<file path="src/rtl/vector_logic_pipe_if.sv">
`default_nettype none
// ============================================================================
// Module  : vector_logic_pipe_if
// Purpose : Beat-input / result-output bundle for vector_logic_pipe.
//           The out_popcnt signal exists only when VLP_POPCOUNT_EN is defined.
// Revision: 1.0  initial release
// ============================================================================
interface vector_logic_pipe_if #(
    parameter int WIDTH = 8
);
    localparam int c_pc_w = $clog2(WIDTH + 1);

    logic                  in_valid;
    logic                  in_ready;
    logic [WIDTH-1:0]      in_a;
    logic [WIDTH-1:0]      in_b;
    logic [2:0]            in_op;
    logic                  in_last;
    logic                  out_valid;
    logic                  out_ready;
    logic [WIDTH-1:0]      out_bitwise;
    logic                  out_logical;
    logic [2*WIDTH-1:0]    out_not;
    logic                  out_err;
`ifdef VLP_POPCOUNT_EN
    logic [c_pc_w-1:0]     out_popcnt;

    modport master (
        output in_valid, in_a, in_b, in_op, in_last, out_ready,
        input  in_ready, out_valid, out_bitwise, out_logical, out_not, out_err, out_popcnt
    );
    modport slave (
        input  in_valid, in_a, in_b, in_op, in_last, out_ready,
        output in_ready, out_valid, out_bitwise, out_logical, out_not, out_err, out_popcnt
    );
`else
    modport master (
        output in_valid, in_a, in_b, in_op, in_last, out_ready,
        input  in_ready, out_valid, out_bitwise, out_logical, out_not, out_err
    );
    modport slave (
        input  in_valid, in_a, in_b, in_op, in_last, out_ready,
        output in_ready, out_valid, out_bitwise, out_logical, out_not, out_err
    );
`endif
endinterface
`default_nettype wire

</file>
<file path="src/rtl/vector_logic_pipe.sv">
`default_nettype none
// ============================================================================
// Module  : vector_logic_pipe
// Purpose : Pipelined bitwise/logical vector operator with burst folding and
//           a DEPTH-entry result FIFO. Define VLP_POPCOUNT_EN to add out_popcnt.
// Revision: 1.0  initial release
// ============================================================================
module vector_logic_pipe #(
    parameter int WIDTH = 8,
    parameter int DEPTH = 2
) (
    input  logic               clk,
    input  logic               rst_n,
    vector_logic_pipe_if.slave bus
);
    localparam int                 c_ptr_w     = $clog2(DEPTH);
    localparam int                 c_cnt_w     = c_ptr_w + 1;
    localparam logic [c_cnt_w-1:0] c_depth_cnt = c_cnt_w'(DEPTH);

    localparam logic [2:0] c_op_or      = 3'd0;
    localparam logic [2:0] c_op_and     = 3'd1;
    localparam logic [2:0] c_op_xor     = 3'd2;
    localparam logic [2:0] c_op_pass    = 3'd3;
    localparam logic [2:0] c_op_acc_or  = 3'd4;
    localparam logic [2:0] c_op_acc_xor = 3'd5;

    typedef enum logic [0:0] {
        IDLE  = 1'b0,
        ACCUM = 1'b1
    } state_t;

    state_t             r_state, w_state_next;
    logic [WIDTH-1:0]   r_acc, w_acc_next;
    logic [2:0]         r_op, w_op_next;

    logic [2:0]         w_op;
    logic               w_in_ready, w_accept, w_is_burst, w_push, w_pop;
    logic [WIDTH-1:0]   w_acc_base, w_fold, w_bw;
    logic               w_lg, w_err;

    logic [WIDTH-1:0]   r_mem_bw  [DEPTH];
    logic               r_mem_lg  [DEPTH];
    logic [2*WIDTH-1:0] r_mem_not [DEPTH];
    logic               r_mem_err [DEPTH];
    logic [c_ptr_w-1:0] r_wr_ptr, r_rd_ptr;
    logic [c_cnt_w-1:0] r_count;

`ifdef VLP_POPCOUNT_EN
    localparam int c_pc_w = $clog2(WIDTH + 1);

    logic [c_pc_w-1:0]  r_mem_pc [DEPTH];

    function automatic logic [c_pc_w-1:0] f_popcount(input logic [WIDTH-1:0] v);
        logic [c_pc_w-1:0] n;
        n = '0;
        for (int i = 0; i < WIDTH; i++) begin
            n = n + c_pc_w'(v[i]);
        end
        return n;
    endfunction
`endif

    // Input stalls whenever the FIFO is full, including mid-burst beats.
    assign w_in_ready = rst_n && (r_count != c_depth_cnt);
    assign w_accept   = bus.in_valid && w_in_ready;
    assign w_pop      = (r_count != '0) && bus.out_ready;

    always_ff @(posedge clk) begin
        if (!rst_n) begin
            r_state <= IDLE;
            r_acc   <= '0;
            r_op    <= '0;
        end else begin
            r_state <= w_state_next;
            r_acc   <= w_acc_next;
            r_op    <= w_op_next;
        end
    end

    always_comb begin
        // Once inside a burst the latched opcode governs; in_op is ignored.
        w_op       = (r_state == ACCUM) ? r_op : bus.in_op;
        w_is_burst = (r_state == ACCUM) || (bus.in_op == c_op_acc_or) ||
                     (bus.in_op == c_op_acc_xor);
        w_acc_base = (r_state == ACCUM) ? r_acc : '0;
        w_fold     = (w_op == c_op_acc_xor) ? (w_acc_base ^ bus.in_a ^ bus.in_b)
                                            : (w_acc_base | bus.in_a | bus.in_b);

        w_bw  = bus.in_a | bus.in_b;
        w_lg  = (|bus.in_a) || (|bus.in_b);
        w_err = 1'b0;
        case (w_op)
            c_op_or: begin
                w_bw = bus.in_a | bus.in_b;
                w_lg = (|bus.in_a) || (|bus.in_b);
            end
            c_op_and: begin
                w_bw = bus.in_a & bus.in_b;
                w_lg = (|bus.in_a) && (|bus.in_b);
            end
            c_op_xor: begin
                w_bw = bus.in_a ^ bus.in_b;
                w_lg = (|bus.in_a) ^ (|bus.in_b);
            end
            c_op_pass: begin
                w_bw = bus.in_a;
                w_lg = |bus.in_a;
            end
            c_op_acc_or, c_op_acc_xor: begin
                w_bw = w_fold;
                w_lg = |w_fold;
            end
            default: w_err = 1'b1;
        endcase

        w_push       = w_accept && (!w_is_burst || bus.in_last);
        w_state_next = r_state;
        w_acc_next   = r_acc;
        w_op_next    = r_op;
        if (w_accept && w_is_burst) begin
            if (bus.in_last) begin
                w_state_next = IDLE;
                w_acc_next   = '0;
            end else begin
                w_state_next = ACCUM;
                w_acc_next   = w_fold;
                w_op_next    = w_op;
            end
        end
    end

    always_ff @(posedge clk) begin
        if (!rst_n) begin
            r_wr_ptr <= '0;
            r_rd_ptr <= '0;
            r_count  <= '0;
            for (int i = 0; i < DEPTH; i++) begin
                r_mem_bw[i]  <= '0;
                r_mem_lg[i]  <= 1'b0;
                r_mem_not[i] <= '0;
                r_mem_err[i] <= 1'b0;
`ifdef VLP_POPCOUNT_EN
                r_mem_pc[i]  <= '0;
`endif
            end
        end else begin
            if (w_push) begin
                r_mem_bw[r_wr_ptr]  <= w_bw;
                r_mem_lg[r_wr_ptr]  <= w_lg;
                r_mem_not[r_wr_ptr] <= {~bus.in_b, ~bus.in_a};
                r_mem_err[r_wr_ptr] <= w_err;
`ifdef VLP_POPCOUNT_EN
                r_mem_pc[r_wr_ptr]  <= f_popcount(w_bw);
`endif
                r_wr_ptr <= r_wr_ptr + 1'b1;
            end
            if (w_pop) begin
                r_rd_ptr <= r_rd_ptr + 1'b1;
            end
            case ({w_push, w_pop})
                2'b10:   r_count <= r_count + 1'b1;
                2'b01:   r_count <= r_count - 1'b1;
                default: r_count <= r_count;
            endcase
        end
    end

    assign bus.in_ready    = w_in_ready;
    assign bus.out_valid   = (r_count != '0);
    assign bus.out_bitwise = r_mem_bw[r_rd_ptr];
    assign bus.out_logical = r_mem_lg[r_rd_ptr];
    assign bus.out_not     = r_mem_not[r_rd_ptr];
    assign bus.out_err     = r_mem_err[r_rd_ptr];
`ifdef VLP_POPCOUNT_EN
    assign bus.out_popcnt  = r_mem_pc[r_rd_ptr];
`endif
endmodule
`default_nettype wire

</file>
<file path="src/flat_wrapper.sv">
// flat-port wrapper written by rule: the top's interface ports become plain ports
module vector_logic_pipe_flat 
#(
    parameter int WIDTH = 8,
    parameter int DEPTH = 2
)
  (clk, rst_n, bus_in_valid, bus_in_a, bus_in_b, bus_in_op, bus_in_last, bus_out_ready, bus_in_ready, bus_out_valid, bus_out_bitwise, bus_out_logical, bus_out_not, bus_out_err);
  vector_logic_pipe_if #(.WIDTH(WIDTH)) bus_i ();
  input  logic clk;
  input  logic rst_n;
  input wire logic [$bits(bus_i.in_valid)-1:0] bus_in_valid;
  input wire logic [$bits(bus_i.in_a)-1:0] bus_in_a;
  input wire logic [$bits(bus_i.in_b)-1:0] bus_in_b;
  input wire logic [$bits(bus_i.in_op)-1:0] bus_in_op;
  input wire logic [$bits(bus_i.in_last)-1:0] bus_in_last;
  input wire logic [$bits(bus_i.out_ready)-1:0] bus_out_ready;
  output wire logic [$bits(bus_i.in_ready)-1:0] bus_in_ready;
  output wire logic [$bits(bus_i.out_valid)-1:0] bus_out_valid;
  output wire logic [$bits(bus_i.out_bitwise)-1:0] bus_out_bitwise;
  output wire logic [$bits(bus_i.out_logical)-1:0] bus_out_logical;
  output wire logic [$bits(bus_i.out_not)-1:0] bus_out_not;
  output wire logic [$bits(bus_i.out_err)-1:0] bus_out_err;
  assign bus_i.in_valid = bus_in_valid;
  assign bus_i.in_a = bus_in_a;
  assign bus_i.in_b = bus_in_b;
  assign bus_i.in_op = bus_in_op;
  assign bus_i.in_last = bus_in_last;
  assign bus_i.out_ready = bus_out_ready;
  assign bus_in_ready = bus_i.in_ready;
  assign bus_out_valid = bus_i.out_valid;
  assign bus_out_bitwise = bus_i.out_bitwise;
  assign bus_out_logical = bus_i.out_logical;
  assign bus_out_not = bus_i.out_not;
  assign bus_out_err = bus_i.out_err;
  vector_logic_pipe #(.WIDTH(WIDTH), .DEPTH(DEPTH)) u_core (.clk(clk), .rst_n(rst_n), .bus(bus_i));
endmodule
</file>
<file path="config.mk">
export PLATFORM = sky130hd
export DESIGN_NAME = vector_logic_pipe_flat
export DESIGN_NICKNAME = d
export VERILOG_FILES = /design/src/rtl/vector_logic_pipe_if.sv /design/src/rtl/vector_logic_pipe.sv /design/src/flat_wrapper.sv
export SDC_FILE = /design/constraint.sdc
export NUM_CORES = 1
export LEC_CHECK = 0
export ABC_AREA = 1
export BUFFER_PORTS_ARGS = -buffer_cell sky130_fd_sc_hd__buf_4
export CAP_MARGIN = 20
export CORE_MARGIN = 2
export CORE_UTILIZATION = 50
export DETAILED_ROUTE_END_ITERATION = 8
export PLACE_DENSITY = 0.68
export SLEW_MARGIN = 0
export SYNTH_ARGS = -nofsm -noshare
export SYNTH_HDL_FRONTEND = slang
export SYNTH_SLANG_ARGS = --single-unit
</file>
<file path="constraint.sdc">
create_clock -name clk -period 4.5 [get_ports clk]
set_input_delay 0 -clock clk [delete_from_list [all_inputs] [get_ports clk]]
set_output_delay 0 -clock clk [all_outputs]
set_load 0.01 [all_outputs]
</file>
==> metrics.txt, run 1 <==
Hold Crit Class=primary input to register; syn_area_per_cell=just under 9 um2; CTS Buf Count=9; Tcrit/Tclk final=58.5%; Hold Vio Cnt, Final=0; HPWL after DPL=approximately 6.5 mm; arrival time worst endpoint=between 2000 and 3000 ps; outcome=complete, no violations; Syn. warnings=0; final global-route overflow total=0; Worst path max stage delay=about 650 ps; IO buf count=51; total track usage=21.8%; Least-Margin Pin Slew=approximately 1000 ps; #FFs+latches synth=just under 70; P&R area growth vs syn=20.0%; global-route wire length before repair=approximately 15 mm; share of layout cells above drive strength 1=roughly a quarter; worst-path cell chain=inv_2 > nand2_1 > nand2_1 > inv_1 > a21oi_4 > inv_4 > nor2_8 > inv_4 > nand2_1; root buf cell=clkbuf_8; largest net degree at the start of global routing=27; met1 WL=around 4.4 mm; Most common cell on crit path=nand2_1; io pins=52; Placed Instance Area=between 4000 and 5000 um2; num rows=33; via count=approximately 3300; core area=8180 um2; CP Data Required Time=4370 ps; maximum clock frequency=about 380 MHz; clk slew on worst S/H paths=roughly 80 ps; DRC errors left=0; CP Launch Type=register; die height=approximately 95 um; pwr dens=between 300 and 400 nW/um2; endpoints failing setup=0; initial antenna violation count=0; Setup Skew=4.48 ps; Post-CTS Setup Inserts=0; commonest non-fill, non-tap cell in the layout=nand2_1; # H-tree levels=3; asr flop ratio synth=0%; Die Wd=between 90 and 100 um; TNS Setup=0 ps; slowest library cell on the worst path=nand2_1; CP max FO=25; post-synthesis cell count=roughly 470; Synth cell types=33; top_reg_cell synth=edfxtp_1; WL/cell=14.0 um; Post-Syn Area=around 4200 um2; Synth Net Count=between 500 and 600; Leak Pwr=between 2 and 2.5 nW; Antenna Cells=0; CTS tree=done; Setup crit end kind=register; CP Class=register to register; Detailed Route Iter0 Violations=between 150 and 200; ANT nets after route=0; Max Root-Sink Buffers=2; most frequent cells in the layout=112 x nand2_1, 79 x inv_1, 51 x buf_4; number of synthesized flops with an enable pin=48; vias in the first global route=approximately 3200; nets=~600; CTS sink cnt=69; Post-CTS Resized=0; Final min period=2630 ps; via/cell ratio=between 5 and 6; maximum vdd drop=0.153 mV; final wirelength=about 9.2 mm; First-pass DRT Iterations=4; metal2 WL=4.18 mm; clock latency on the worst-skew pair=350 ps; fin area=approximately 5000 um2; sequential share of the synthesized area=44.6%; Starting Density=just over 50%; MaxCap Viol Count=0; GPL Wtd Cong=about 0.86; die area=9100 um2; Top Metal Used=met4; slew margin rel.=32.5%; RSZ-0062 raised after global routing=no; metal3 WL=about 400 um; Slew Viols, Final=0
metrics by stage:
step                power [mW]  worst slack, ps  std cells  hold slack, ps  util (%)
finish                    1.64             1870        655             194      61.3
global route              1.72             1610        655             211      61.3
CTS                       1.66             1800        655             179      61.3
detailed placement        1.13             1830        619             331      56.4
global placement          1.12             1930        618             328      56.2
floorplan                0.993             2380        473            94.7         -
layer usage:
layer | vias to the layer above | global-route usage [%]
li1 | 1678 | -
met1 | 1520 | 29.8
met2 | 81 | 34.2
met3 | 13 | 4.03
met4 | 0 | 9.05
met5 | - | 0
cells by family after synthesis:
kind of cell	after synthesis	share of synthesized area (%)
simple gates	203	22.7
mux	25	6.74
compound gates	50	7.55
buf+inv	99	10.3
flops	69	44.6
fa+ha+maj	27	8.09
report_power, final:
part,internal [mW],switching (mW)
Sequential,0.728,0.0268
Clock,0.258,0.257
Combinational,0.166,0.208
Yosys cell counts (2+ instances only):
master    number  area (um2)
nor4_1         3        18.8
dfxtp_1       21         420
o21ai_0        5        25.0
nor2_1        31         116
o211ai_1       7        52.6
nor2_8         2        40.0
mux2_2        25         282
o22ai_1        8        50.1
a211oi_1       3        22.5
nand3_1       11        55.1
nand2_1      112         420
a21oi_1       22         110
buf_6          6        67.6
inv_1         79         297
inv_2          6        22.5
edfxtp_1      48        1440
ha_1          27         338
nand2_2        6        37.5
nor2_2        23         144
a21oi_4        2        32.5
nand4_1        9        56.3
inv_4          3        18.8
nor2_4         2        22.5
clkbuf_1       3        11.3
layout make-up:
| type | count | area (um2) |
|---|---|---|
| inverters | 88 | 338 |
| flip-flops and latches | 69 | 1860 |
| fillers | 737 | 3160 |
| clock inverters | 7 | 73.8 |
| well taps | 105 | 131 |
| clock buffers | 9 | 124 |
| multi-input cells | 305 | 1880 |
| repair buffers | 72 | 598 |
timing repair:
| action | 4_1_cts | 5_1_grt |
|---|---|---|
| hold endpoints to repair | 45 | 0 |
| endpoints found under the setup margin | 0 | 0 |
| hold buffers | 20 | 0 |
sequential cells by signal, summed over array words and instances, names as in the netlist, named ones only:
| name | count |
|---|---|
| u_core.r_mem_bw | 16 |
| u_core.r_wr_ptr | 1 |
| u_core.r_mem_not | 32 |
| u_core.r_rd_ptr | 1 |
| u_core.r_mem_err | 2 |
| u_core.r_state | 1 |
| u_core.r_count | 2 |
| u_core.r_acc | 8 |
| u_core.r_mem_lg | 2 |
| u_core.r_op | 3 |
worst max-delay path: cells and delay by family, from the launching register on:
family | cells | cell delay [ps]
AOI/OAI and AO/OA | 1 | 70
and+or+nand+nor | 4 | 890
DFF | 1 | 630
buffers and inverters | 4 | 550
worst paths after layout:
path	slack, ps	endpoint	depth (start not counted)	start
max	1870	u_core.r_mem_not[0][3]	9	u_core.r_state
min	190	u_core.r_op[1]	5	bus_in_op[1]
max reg2reg	1870	u_core.r_mem_not[0][3]	9	u_core.r_state
min reg2reg	460	u_core.r_rd_ptr	1	u_core.r_rd_ptr
(Power assumes the default switching activity.)
==> run 2: changes to the inputs <==
Settings changed: PLACE_DENSITY 0.68 to 0.71.
Clock period 4.5 ns to 2.15 ns, I/O delays scaled along.
==> run 2 against run 1 <==
Via count up 3.8%. Sequential power up 110%. Power up 110%. Sequential share of layout area down 0.49 points. Critical path type unchanged.
==> metrics.txt, run 2 (synthesized netlist as in run 1, its figures left out) <==
share of layout cells above drive strength 1=28.0% (+2.3 points); Setup Skew=11.9 ps (+7.40 ps); cell count after placement=632 (+2.1%); most flop-heavy register=u_core.r_mem_not; CTS sink cnt=69 (unchanged); via count=3417 (+3.8%); pre-CTS setup slack=-171 ps (-2000 ps); worst reg2reg path depth=12 (+3); Worst path max stage delay=440 ps (-210 ps); fin area=5090 um2 (+1.5%); Power Total=3.45 mW (+110%); pwr dens=679 nW/um2 (+110%); total track usage=23.8% (+2.0 points); final global-route overflow total=0 (unchanged); FF-to-FF setup slack=120 ps (-1750 ps); final wirelength=9.96 mm (+8.8%); maximum clock frequency=492 MHz (+30%); slew margin rel.=69.6% (+37 points); HPWL after DPL=7.15 mm (+9.6%); CP Data Required Time=2260 ps (-2110 ps); arrival time worst endpoint=2140 ps (-360 ps); DRC errors left=0 (unchanged); Leak Pwr=2.45 nW (+2.1%); CTS tree=done; WHS Endpoint=u_core.r_acc[5]; vias in the first global route=3369 (+6.3%); IO buf count=51 (unchanged); Hold Crit Class=primary input to register; Detailed Route Iter0 Violations=161 (-11%); origin of the critical flop-to-flop path=u_core.r_state; die area=9100 um2 (unchanged); worst path bufs/invs=5 (+1); Placed Instance Area=4720 um2 (+2.2%); nets=607 (+1.8%); worst hold path depth=4 (-1); Final min period=2030 ps (-603 ps); Least-Margin Pin Slew=455 ps (-555 ps); ANT nets after route=0 (unchanged); worst-path cell chain=inv_2 > nand2_1 > nand2_2 > inv_1 > nor2_2 > inv_2 > o22ai_1 > a21oi_1 > o211ai_1 > buf_4 > nand2_1 > inv_1; Max Root-Sink Buffers=2 (unchanged); most frequent cells in the layout=112 x nand2_1, 79 x inv_1, 66 x buf_4; post-layout util=62.2% (+0.95 points); maximum vdd drop=0.327 mV (+110%); CP max FO=13 (-48%); Starting Density=51.1% (unchanged); Antenna Cells=0 (unchanged); CP Launch Type=register; global-route wire length before repair=16.4 mm (+9.2%); root buf cell=clkbuf_8; outcome=complete, no violations; max FFs per register=32 (unchanged); initial antenna violation count=0 (unchanged); CP Class=register to register; endpoints failing setup=0 (unchanged); Slew Viols, Final=0 (unchanged); via/cell ratio=5.13 (+2.1%); Tcrit/Tclk final=94.5% (+36 points); final worst-path setup slack=119 ps (-1750 ps); Hold Vio Cnt, Final=0 (unchanged); commonest non-fill, non-tap cell in the layout=nand2_1; largest net degree at the start of global routing=28 (+3.7%); CTS Buf Count=9 (unchanged); WL/cell=14.9 um (+7.0%); Setup crit end kind=register; hold path startpoint=bus_in_last; post-route insts no fill=666 (+1.7%); MaxCap Viol Count=0 (unchanged); slowest library cell on the worst path=dfxtp_4; P&R area growth vs syn=21.9%; clk slew on worst S/H paths=80 ps (about the same); die height=95.4 um (unchanged); FF-to-FF End=u_core.r_mem_bw[0][2]; Largest regs=u_core.r_mem_not x32, u_core.r_mem_bw x16, u_core.r_acc x8; core area=8180 um2 (unchanged); CP top delay family=buffers and inverters; io pins=52 (unchanged); clock latency on the worst-skew pair=350 ps (about the same); num rows=33 (unchanged); Die Wd=95.4 um (unchanged); # H-tree levels=3 (unchanged); First-pass DRT Iterations=4 (unchanged); GPL Wtd Cong=0.911 (+6.0%)
run 2: worst max path at each step:
| stage | startpoint | endpoint | slack (ps) | cells past startpoint |
|---|---|---|---|---|
| after floorplan | u_core.r_count[0] | u_core.r_mem_bw[0][0] | 30 | 8 |
| after global placement | u_core.r_state | u_core.r_mem_bw[1][2] | -90 | 9 |
| after detailed placement | u_core.r_state | u_core.r_mem_bw[0][2] | -170 | 9 |
| after CTS | u_core.r_state | u_core.r_mem_bw[0][2] | 80 | 9 |
| after global routing | u_core.r_state | u_core.r_mem_bw[1][2] | -2 | 12 |
| final | u_core.r_state | u_core.r_mem_bw[0][2] | 120 | 12 |
run 2: per-layer routing:
layer | GRT usage, % | part of all wire [%] | vias to the layer above
met4 | 6.79 | 1.3 | 0
met1 | 31.7 | 47 | 1602
met2 | 39.0 | 46 | 96
li1 | - | - | 1708
met5 | 0 | 0 | -
met3 | 5.53 | 5.5 | 11
run 2: worst reg2reg max path: stages, from the launching register on:
cell and delay, ps:
dfxtp_4 440, inv_2 80, nand2_1 80, nand2_2 190, inv_1 220, nor2_2 90
inv_2 140, o22ai_1 90, a21oi_1 120, o211ai_1 100, buf_4 160, nand2_1 50
inv_1 40
run 2: final cells by class:
class	instances	area, um2
Multi-Input combinational cell	305	1890
Tap cell	105	131
Clock inverter	6	63.8
Clock buffer	10	128
Sequential cell	69	1870
Inverter	88	338
Timing Repair Buffer	83	676
Fill cell	704	3090
run 2: power breakdown:
group	switching (mW)	internal, mW
sequential	0.0414	1.52
clock	0.513	0.536
combinational	0.472	0.370
run 2: what timing repair did:
action                                  4_1_cts  5_1_grt
setup buffers                                 1        1
hold endpoints to repair                     29        2
resized for setup                             1        2
endpoints found under the setup margin       16       16
pin swaps                                     1        1
hold buffers                                 15        1
run 2: stage by stage:
step / hold slack [ps] / setup TNS (ps)
2_1_floorplan: 94.7 / 0
3_3_place_gp: 324 / -726
3_5_place_dp: 322 / -1040
4_1_cts: 0.357 / 0
5_1_grt: 4.92 / -2.22
6_report: 4.27 / 0
==> run 3: changes to the inputs <==
Settings changed: PLACE_DENSITY 0.71 to 0.73.
==> run 3 against run 2 <==
Clock power is essentially flat. Sequential cell count unchanged. Final area rose by 0.96%. Power rose by 1.3%. Sequential power barely moved. Via count rose by 1.1%. Global-route usage is 0.46 points higher. Clock skew down 1.0 ps. Critical path type unchanged.
==> metrics.txt, run 3 (synthesized netlist as in run 1, its figures left out) <==
arrival time worst endpoint=2240 ps (+100 ps); clock latency on the worst-skew pair=350 ps (about the same); CTS sink cnt=69 (unchanged); endpoints failing setup=0 (unchanged); maximum vdd drop=0.397 mV (+22%); Most common cell on crit path=nand2_1; P&R area growth vs syn=23.0%; TNS Setup=0 ps (unchanged); worst reg2reg path depth=11 (-1); worst-path cell chain=inv_2 > nand2_1 > nand2_1 > inv_2 > nand2_2 > nor2_2 > buf_4 > a21oi_1 > o211ai_1 > nand2_1 > inv_1; worst hold path depth=2 (-2); Largest regs=u_core.r_mem_not x32, u_core.r_mem_bw x16, u_core.r_acc x8; Hold Crit Class=primary input to register; core area=8180 um2 (unchanged); die height=95.4 um (unchanged); io pins=52 (unchanged); Final min period=2020 ps (-13.4 ps); most flop-heavy register=u_core.r_mem_not; ANT nets after route=0 (unchanged); IO buf count=51 (unchanged); via/cell ratio=5.17 (+0.75%); CP Data Required Time=2370 ps (+110 ps); commonest non-fill, non-tap cell in the layout=nand2_1; maximum clock frequency=496 MHz (+0.66%); final global-route overflow total=0 (unchanged); DRC errors left=0 (unchanged); # H-tree levels=3 (unchanged); Tcrit/Tclk final=93.8% (-0.62 points); initial antenna violation count=0 (unchanged); final worst-path setup slack=132 ps (+13.4 ps); CP top delay family=simple AND/OR/NAND/NOR gates; root buf cell=clkbuf_8; final wirelength=10.3 mm (+3.2%); FF-to-FF End=u_core.r_mem_bw[0][3]; clk slew on worst S/H paths=70 ps (about the same); worst path bufs/invs=4 (-1); Power Total=3.50 mW (+1.3%); pre-CTS setup slack=-196 ps (-25.3 ps); Setup crit end kind=register; hold path startpoint=bus_in_a[0]; Placed Instance Area=4760 um2 (+0.85%); Die Wd=95.4 um (unchanged); Detailed Route Iter0 Violations=173 (+7.5%); share of layout cells above drive strength 1=28.6% (+0.61 points); Setup Skew=10.8 ps (-1.03 ps); Least-Margin Pin Slew=366 ps (-88.5 ps); slowest library cell on the worst path=dfxtp_4; Worst path max stage delay=460 ps (+20 ps); fin area=5140 um2 (+0.96%); vias in the first global route=3318 (-1.5%); global-route wire length before repair=16.6 mm (+1.1%); slew margin rel.=75.5% (+5.8 points); post-layout util=62.8% (+0.60 points); max FFs per register=32 (unchanged); CTS Buf Count=9 (unchanged); origin of the critical flop-to-flop path=u_core.r_state; Hold Vio Cnt, Final=0 (unchanged); num rows=33 (unchanged); CTS tree=done; HPWL after DPL=7.34 mm (+2.7%); WL/cell=15.4 um (+2.9%); Max Root-Sink Buffers=2 (unchanged); largest net degree at the start of global routing=28 (unchanged); CP max FO=13 (unchanged); pwr dens=681 nW/um2 (+0.30%); Slew Viols, Final=0 (unchanged); GPL Wtd Cong=1.00 (+10%); die area=9100 um2 (unchanged); First-pass DRT Iterations=5 (+1); Leak Pwr=2.48 nW (+1.0%); Starting Density=51.1% (unchanged); CP Class=register to register; FF-to-FF setup slack=130 ps (about the same); via count=3453 (+1.1%); outcome=complete, no violations; RSZ-0062 raised after global routing=no; WHS Endpoint=u_core.r_mem_not[0][0]; Antenna Cells=0 (unchanged); MaxCap Viol Count=0 (unchanged); total track usage=24.3% (+0.46 points); most frequent cells in the layout=112 x nand2_1, 78 x inv_1, 68 x buf_4; CP Launch Type=register; nets=609 (+0.33%)
==> run 3: report_power, final <==
part           leakage (nW)  switching, mW  internal (mW)  total [mW]
clock                0.0967          0.503          0.560        1.06
combinational          1.71          0.485          0.387       0.871
sequential            0.673         0.0413           1.52        1.56
==> run 3: how the worst max path moves through the flow <==
stage	startpoint	to	slack [ps]	depth (start not counted)
after floorplan	u_core.r_count[0]	u_core.r_mem_bw[0][0]	30	8
after global placement	u_core.r_state	u_core.r_mem_bw[1][5]	-210	11
after detailed placement	u_core.r_state	u_core.r_mem_bw[1][5]	-200	11
after CTS	u_core.r_state	u_core.r_mem_bw[1][5]	60	11
after global routing	u_core.r_state	u_core.r_mem_bw[0][5]	20	13
final	u_core.r_state	u_core.r_mem_bw[0][3]	130	11
==> run 3: cell type report <==
type / count / area, um2
Inverter: 88 / 338
Clock buffer: 11 / 141
Multi-Input combinational cell: 305 / 1900
Clock inverter: 5 / 51.3
Sequential cell: 69 / 1870
Tap cell: 105 / 131
Timing Repair Buffer: 85 / 711
Fill cell: 695 / 3040
==> run 3: layer usage <==
layer	global-route usage, %	routed length [um]
met1	31.9	4700
met2	38.6	4720
met3	4.98	508
met4	11.2	340
met5	0	0
==> run 3: per-stage QoR <==
step	hold slack, ps	instances
after global routing	2.32	668
after floorplan	94.7	473
after global placement	321	634
after detailed placement	332	634
final	5.96	668
after CTS	4.03	664
==> run 3: what timing repair did <==
| item | in CTS | in global routing |
|---|---|---|
| setup endpoints to repair | 15 | 12 |
| buffers inserted | 0 | 4 |
| pin swaps | 0 | 3 |
| gates resized for setup | 2 | 4 |
| endpoints found under the hold margin | 28 | 0 |
| gates cloned | 0 | 0 |
| hold buffers | 14 | 0 |
